==> src/rtl/ifetch_ctrl_pkg.sv <==
// Shared fetch-unit definitions: controller state encoding and instruction width.
package ifetch_ctrl_pkg;

   localparam int INST_W = 32;

   typedef enum logic [1:0] {
      ST_BOOT = 2'd0,
      ST_RUN  = 2'd1,
      ST_HALT = 2'd2
   } fetch_state_e;

   function automatic logic is_misaligned(input logic [1:0] lsb);
      return |lsb;
   endfunction

endpackage

==> src/rtl/ifetch_fifo.sv <==
// Synchronous fetch queue, DEPTH entries; a push lands at the head no earlier than the next cycle.
// Accepts a push while full when a pop happens in the same cycle; flush empties it in one edge.
module ifetch_fifo #(
   parameter int W     = 42,
   parameter int DEPTH = 2
) (
   input  logic         clk,
   input  logic         rst,
   input  logic         flush,
   input  logic         push,
   input  logic [W-1:0] push_dat,
   input  logic         pop,
   output logic [W-1:0] head_dat,
   output logic         empty,
   output logic         full
);

   localparam int AW = (DEPTH > 1) ? $clog2(DEPTH) : 1;

   logic [W-1:0]  mem_q [DEPTH];
   logic [AW-1:0] wr_q, wr_d;
   logic [AW-1:0] rd_q, rd_d;
   logic [AW:0]   cnt_q, cnt_d;
   logic          do_push, do_pop;

   assign empty    = (cnt_q == '0);
   assign full     = (cnt_q == (AW+1)'(DEPTH));
   assign head_dat = mem_q[rd_q];

   // Pop is qualified first so that a full queue can still take a push alongside it.
   assign do_pop  = pop & ~empty & ~flush;
   assign do_push = push & (~full | do_pop) & ~flush;

   always_comb begin
      wr_d  = wr_q;
      rd_d  = rd_q;
      cnt_d = cnt_q;
      if (flush) begin
         wr_d  = '0;
         rd_d  = '0;
         cnt_d = '0;
      end else begin
         if (do_push) wr_d = wr_q + AW'(1);
         if (do_pop)  rd_d = rd_q + AW'(1);
         cnt_d = cnt_q + (AW+1)'(do_push) - (AW+1)'(do_pop);
      end
   end

   always_ff @(posedge clk) begin
      if (rst) begin
         wr_q  <= '0;
         rd_q  <= '0;
         cnt_q <= '0;
      end else begin
         wr_q  <= wr_d;
         rd_q  <= rd_d;
         cnt_q <= cnt_d;
      end
   end

   always_ff @(posedge clk) begin
      if (do_push) mem_q[wr_q] <= push_dat;
   end

endmodule

==> src/rtl/ifetch_ctrl.sv <==
// Instruction fetch controller: drives an external combinational ROM, queues {word, pc} for decode.
// Head appears one cycle after fetch; fetch stalls while the queue is full and decode is not popping.
module ifetch_ctrl
   import ifetch_ctrl_pkg::*;
#(
   parameter int          ROM_ADDR_BITS = 10,
   parameter int unsigned RESET_PC      = 0,
   parameter int          Q_DEPTH       = 2
) (
   input  logic                     clk,
   input  logic                     rst,
   output logic [ROM_ADDR_BITS-1:0] mem_addr,
   input  logic [INST_W-1:0]        mem_data,
   input  logic                     redirect_valid,
   input  logic [ROM_ADDR_BITS-1:0] redirect_pc,
   input  logic                     halt_req,
   input  logic                     resume_req,
   output logic                     inst_valid,
   input  logic                     inst_ready,
   output logic [INST_W-1:0]        inst_data,
   output logic [ROM_ADDR_BITS-1:0] inst_pc,
   output logic                     halted,
   output logic                     misalign_err
);

   localparam int ENTRY_W = INST_W + ROM_ADDR_BITS;
   localparam logic [ROM_ADDR_BITS-1:0] RESET_PC_A =
      ROM_ADDR_BITS'(RESET_PC) & ~ROM_ADDR_BITS'(3);

   fetch_state_e             state_q, state_d;
   logic [ROM_ADDR_BITS-1:0] pc_q, pc_d;
   logic                     misalign_q, misalign_d;

   logic               q_empty, q_full;
   logic               push, pop;
   logic [ENTRY_W-1:0] head_dat;

   // A redirect wins over everything: it flushes the queue and blocks this cycle's push and pop.
   assign inst_valid = ~q_empty;
   assign pop        = inst_valid & inst_ready & ~redirect_valid;
   assign push       = (state_q == ST_RUN) & ~redirect_valid & (~q_full | pop);

   always_comb begin
      state_d    = state_q;
      pc_d       = pc_q;
      misalign_d = misalign_q;
      if (redirect_valid) begin
         pc_d = {redirect_pc[ROM_ADDR_BITS-1:2], 2'b00};
         if (is_misaligned(redirect_pc[1:0])) misalign_d = 1'b1;
      end else begin
         if (push) pc_d = pc_q + ROM_ADDR_BITS'(4);
         case (state_q)
            ST_BOOT: state_d = ST_RUN;
            ST_RUN:  if (halt_req) state_d = ST_HALT;
            ST_HALT: if (resume_req && !halt_req) state_d = ST_RUN;
            default: state_d = ST_BOOT;
         endcase
      end
   end

   always_ff @(posedge clk) begin
      if (rst) begin
         state_q    <= ST_BOOT;
         pc_q       <= RESET_PC_A;
         misalign_q <= 1'b0;
      end else begin
         state_q    <= state_d;
         pc_q       <= pc_d;
         misalign_q <= misalign_d;
      end
   end

   ifetch_fifo #(
      .W     (ENTRY_W),
      .DEPTH (Q_DEPTH)
   ) u_fifo (
      .clk      (clk),
      .rst      (rst),
      .flush    (redirect_valid),
      .push     (push),
      .push_dat ({mem_data, pc_q}),
      .pop      (pop),
      .head_dat (head_dat),
      .empty    (q_empty),
      .full     (q_full)
   );

   assign {inst_data, inst_pc} = head_dat;
   assign mem_addr             = pc_q;
   assign halted               = (state_q == ST_HALT) && q_empty;
   assign misalign_err         = misalign_q;

endmodule

==> config.mk <==
export PLATFORM = sky130hd
export DESIGN_NAME = ifetch_ctrl
export DESIGN_NICKNAME = d
export VERILOG_FILES = /design/src/rtl/ifetch_ctrl_pkg.sv /design/src/rtl/ifetch_fifo.sv /design/src/rtl/ifetch_ctrl.sv
export SDC_FILE = /design/constraint.sdc
export NUM_CORES = 1
export LEC_CHECK = 0
export BUFFER_PORTS_ARGS = -buffer_cell sky130_fd_sc_hd__buf_2
export CAP_MARGIN = 5
export CORE_MARGIN = 2
export CORE_UTILIZATION = 52
export CTS_CLUSTER_SIZE = 30
export DETAILED_ROUTE_END_ITERATION = 8
export GPL_TIMING_DRIVEN = 0
export PLACE_DENSITY = 0.9
export SLEW_MARGIN = 10
export SYNTH_ARGS = -nofsm -noshare
export SYNTH_HDL_FRONTEND = slang
export SYNTH_SLANG_ARGS = --single-unit
==> constraint.sdc <==
create_clock -name clk -period 4.8 [get_ports clk]
set_input_delay 0.24 -clock clk [delete_from_list [all_inputs] [get_ports clk]]
set_output_delay 0.24 -clock clk [all_outputs]
set_load 0.01 [all_outputs]
Word level (Yosys, flattened, before mapping)

Memory sizes are Yosys's and may differ from the RTL's. A register that Yosys moved wholly into a read port is not among the register bits.
Index checks and enable logic that the tools add are counted.

Word-level logic and storage cells: 50
Input port bits: 48
Output and inout port bits: 55
Bits in registers: 17
Memories: 1
RAM bits: 84

Memory list:

| name         | words | bits a word | rd ports | clocked after memory_dff | write ports | RTL line          | source |
|---|---|---|---|---|---|---|---|
| u_fifo.mem_q | 2     | 42          | 1        | 1                        | 1           | ifetch_fifo.sv:20 | `logic [W-1:0] mem_q [DEPTH];` |

Bitwise operators: 13
Equality and inequality tests: 5
Add/subtract/negate cells: 5
Multiplexer cells: 9
Reductions and logical operators: 10

Operators with widths:

| cell                  | count |
|---|---|
| $mux 10               | 2 |
| $add 10x3->10 const B | 1 |
| $and 1x1->1           | 8 |
| $pmux 2 s3            | 1 |
| $eq 2x2->1 const B    | 2 |
| $logic_not 2->1       | 2 |
| $mux 1                | 4 |
| $mux 2                | 2 |
| $ne 2x2->1 const B    | 2 |
| $reduce_or 2->1       | 2 |
| $not 1->1             | 3 |
| $reduce_and 3->1      | 1 |
| $add 1x1->1 const B   | 2 |
| $add 2x1->2           | 1 |
| $eq 2x1->1 const B    | 1 |
| $logic_and 1x1->1     | 2 |
| $or 1x1->1            | 2 |
| $reduce_and 2->1      | 1 |
| $reduce_bool 2->1     | 1 |
| $sub 2x1->2           | 1 |
| $logic_not 1->1       | 1 |

Depth between registers and ports, before layout

Word-level depth: 11
Gate-level depth with buffers: 9
Mapped depth without buffers: 9

By module

Synthesis repeated with hierarchy kept, for this count alone.

Cell total of the unflattened synthesis: 238
Area total of the unflattened synthesis: 3955.0 um^2

By module, submodules not included:

| module      | times used | sequential area each (um^2) | area each (um^2) | cells each |
|---|---|---|---|---|
| ifetch_fifo | 1          | 2622.5                      | 3281.9           | 160 |
| ifetch_ctrl | 1          | 220.2                       | 673.1            | 78 |

Worst setup path before layout

OpenSTA, ideal clock, no wires.

Path type: reg2reg
Start: reg state_q[0]
End: mem u_fifo.mem_q[0][10] (enable)
Data required time: 4362 ps
Cell stages (with the launch flop): 6
Clock period less this slack: 3317 ps
Setup time: 438 ps
Path slack: 1483 ps
Data arrival time: 2879 ps
Path buffers: 2
Cells stage by stage: dfxtp_1 -> buf_4 -> or3b_4 -> or2_1 -> buf_6 -> nor2_1

Longest elaborated chain between the ends: 7

RTL lines:

| what                         | RTL line          | source |
|---|---|---|
| start: declaration           | ifetch_ctrl.sv:30 | `fetch_state_e state_q, state_d;` |
| start signal: assignment     | ifetch_ctrl.sv:67 | `state_q <= state_d;` |
| $eq 2x1->1                   | ifetch_ctrl.sv:41 | `assign push = (state_q == ST_RUN) & ~redirect_valid & (~q_full \| pop);` |
| $and 1x1->1 (2 in a row)     | ifetch_ctrl.sv:41 |  |
| $and 1x1->1 (2 in a row)     | ifetch_fifo.sv:32 | `assign do_push = push & (~full \| do_pop) & ~flush;` |
| $mux 1                       | ifetch_fifo.sv:62 | `if (do_push) mem_q[wr_q] <= push_dat;` |
| $mux 1 (not written as such) | ifetch_fifo.sv:62 |  |
| end: declaration             | ifetch_fifo.sv:20 |  |

No other way between the ends.

Final worst setup path

Start: reg state_q[0]
End: mem u_fifo.mem_q[1][31] (enable)

The elaborated chain is that of the path after synthesis.

==> run summary <==
The combined area of all synthesized cells came out at 3740 um^2. The share of the yosys chip area belonging to registers came out at 72.7%. The initial antenna violation count came to 0. The number of antenna repair diodes is 0.

The worst hold path belongs to the class input pin to flop. The post-route non-filler standard cell count came out at 443. The top-area cell type share of the netlist area is 64.2%. The stage delay of the slowest cell on the critical path came out at 0.49 ns. The count of routing violations after the opening detailed-route iteration is 116. The remaining routing DRC violations is 0. The max-capacitance violation count is 0. On the critical path the largest part of the delay comes from simple AND/OR/NAND/NOR gates. Global routing consumed, on the met1 layer, 20.1% of the routing resources. The biggest area contributor in the post-synthesis netlist is edfxtp_1. TritonCTS built the clock tree.

IR analysis of the VDD net gives a maximum drop of 145 uV. The final design area excluding fillers came out at 4610 um^2. The floorplan die area came out at 7890 um^2. The hold buffer count at CTS came out at 0. The first global-routing pass estimated 9980 um of wire. After layout, the minimum clock period comes to 2.33 ns. The final weighted congestion in routability-driven placement is 0.860. The relative slew slack came out at 60.5%.

The number of search-and-repair iterations in the first detailed-routing pass is 6. The final setup skew is 0.0147 ns. Data on the critical path is required at its endpoint by 4.86 ns. After detailed routing, the average wire length per cell comes to 15.0 um. Synthesis inferred 96 register bits. The flow ran to the end, and the final reports show no timing, DRC or antenna violations. Counting the fill cells in the layout gives 511. Buffers added to address setup during post-CTS repair amount to 0.

The post-synthesis cell type count came out at 40. The number of vias per cell came out at 5.16. After synthesis, the most frequently instantiated cells are 80 x edfxtp_1, 40 x mux2_2, 16 x dfxtp_1. The die extent in x came out at 88.9 um. In this run, placement finished with an instance count of 427. The most instantiated library cell after synthesis is edfxtp_1. The yosys synthesis warning count came out at 0. STA classifies the critical path startpoint as a flop. The number of nets with antenna violations after detailed routing came out at 0. The floorplan die height came out at 88.9 um. The mean post-synth cell area is 16.4 um^2.

Entering global routing, the biggest net connects 24 pins. The post-route setup TNS came out at 0 ns. The global routing usage on met3 is 4.66%.

In the final layout, the share of cells above drive strength 1 is 48.1%. The number of buffers created by CTS came out at 9. Setup violations remaining at the end of the flow were counted as 0. The worst setup path is of the flop to flop kind. Of all nets on the critical path, the largest fanout is 22. The total power consumption of the routed design came out at 1.54 mW. The top-level port count is 103. The initial core utilization came out at 54.5%. The final cycle utilization of the critical path is 48.6%. The slowest stage of the critical path is the and2_2 cell. The final core utilization came out at 67.1%. The cell area power density is 334 nW/um^2.

The critical path buffer and inverter count is 4. Data arrives at the worst endpoint at 2.40 ns. The clock slew seen by the registers of the worst setup and hold paths is 0.10 ns.

The placeable core region is 6870 um^2. met2 is the most crowded layer. The final hold violation count came out at 0. The cell sitting at the root of the clock tree is a clkbuf_8. In this run the static leakage power is 1.73 nW. Setup repair after global routing left no endpoint under its margin. The H-tree was split into 3 levels. The quantity of gates resized following cts came out at 0. The floorplan has 30 rows. The met2 usage came out at 28.8%. The clock passes through at most 2 buffers.

The total overflow reported by the global router is 0. The highest clock rate is 428 MHz. STA classifies the critical path endpoint as a flop. The count of buffers inserted at the top-level ports came out at 98.

For this run, the leading register cell type out of synthesis is edfxtp_1. The number of global-route vias before repair came out at 2199. The signed area change from the synthesized netlist to the final layout is 23.1%. Wires add up to 6640 um. The number of instances in the synthesized netlist is 228. Detailed placement ended at an HPWL of 4710 um. The number of nets in the final layout came out at 393.

The total via count in the routed design is 2288. The transition time at the pin with the least slew margin came out at 0.591 ns. The clock drives 96 sinks. The aggregate global-route resource usage came out at 17.1%. The number of enable-type register cells in the synthesized netlist came out at 80. The async set-or-reset flop fraction in the synthesized netlist came out at 0%. In the post-synthesis netlist, the biggest area contributors are edfxtp_1 64%, mux2_2 12%, dfxtp_1 8.6%, a21oi_1 1.5%, buf_4 1.0%. The placed cell area is 4430 um^2. The clock insertion delay at the later pin of the skew report is 0.36 ns. Walking the worst path, the cells encountered are buf_4 -> or3b_4 -> or2_1 -> buf_6 -> clkinv_4 -> and2_2 -> buf_16.

The max-slew violation count is 0.
==> state kept, by name, indices dropped and copies added, names as in the netlist, named ones only <==
name          count
state_q           2
u_fifo.cnt_q      2
u_fifo.wr_q       1
misalign_err      1
u_fifo.rd_q       1
mem_addr          8
u_fifo.mem_q     80
==> path summary, 6_finish.rpt <==
check                from                  end  slack (ns)  cells past startpoint
max            state_q[0]  u_fifo.mem_q[1][31]        2.47                      7
min          mem_data[23]  u_fifo.mem_q[1][33]        0.06                      1
max reg2reg    state_q[0]  u_fifo.mem_q[1][31]        2.47                      7
min reg2reg  misalign_err         misalign_err        0.45                      2
==> per-layer routing <==
| layer | vias up | part of all wire, % |
|---|---|---|
| li1 | 1100 | - |
| met1 | 1070 | 41 |
| met2 | 106 | 50 |
| met3 | 12 | 7.6 |
| met4 | 0 | 1.7 |
| met5 | - | 0 |
==> worst reg2reg max path: cells and delay by family (launching register included) <==
kind,cells,cell delay [ns]
buffers and inverters,4,0.59
and+or+nand+nor,3,1.15
DFF,1,0.31
==> cells by family after synthesis <==
group,share of synthesized area (%)
multiplexers,12.3
buffers and inverters,3.24
AO/OA/AOI/OAI,4.91
adder cells (fa/ha/maj),1.00
AND/OR/NAND/NOR,4.78
XOR/XNOR,0.936
flip-flops,72.7
other,0.100
==> report_power, final <==
group,internal [mW],switching (mW)
registers,0.930,0.0132
clock network,0.195,0.274
logic,0.0609,0.0673
total,1.19,0.354
==> cells in the final DEF (no fill, tap or decap), types with 3 or more instances in the layout <==
cell,netlist,layout
nand2_1,5,5
dfxtp_1,16,16
buf_2,0,98
inv_6,0,3
mux2_2,40,40
buf_1,3,3
conb_1,1,4
a21oi_1,11,11
edfxtp_1,80,80
inv_1,10,10
buf_4,5,5
clkbuf_1,4,5
o311ai_0,3,3
nor2_1,6,5
nor3_1,6,6
ha_1,3,3
clkbuf_8,0,9
==> stage by stage <==
stage          hold slack [ns]  setup WS, ns
6_report                0.0647          2.47
5_1_grt                 0.0520          2.36
4_1_cts                 0.0484          2.44
3_5_place_dp             0.433          2.46
3_3_place_gp             0.429         0.560
2_1_floorplan            0.316          1.48
==> layout make-up <==
type / instances / area [um^2] / area share [%]
buffer: 13 / 75.1 / 1.63
clock buffer: 10 / 128 / 2.77
clock inverter: 6 / 50.0 / 1.09
inverter: 11 / 46.3 / 1.00
multi-input combinational: 111 / 920 / 20.0
sequential: 96 / 2720 / 59.1
tap: 96 / 120 / 2.61
timing repair buffer: 100 / 546 / 11.8
No activity file was read; power rests on OpenSTA's default activity.
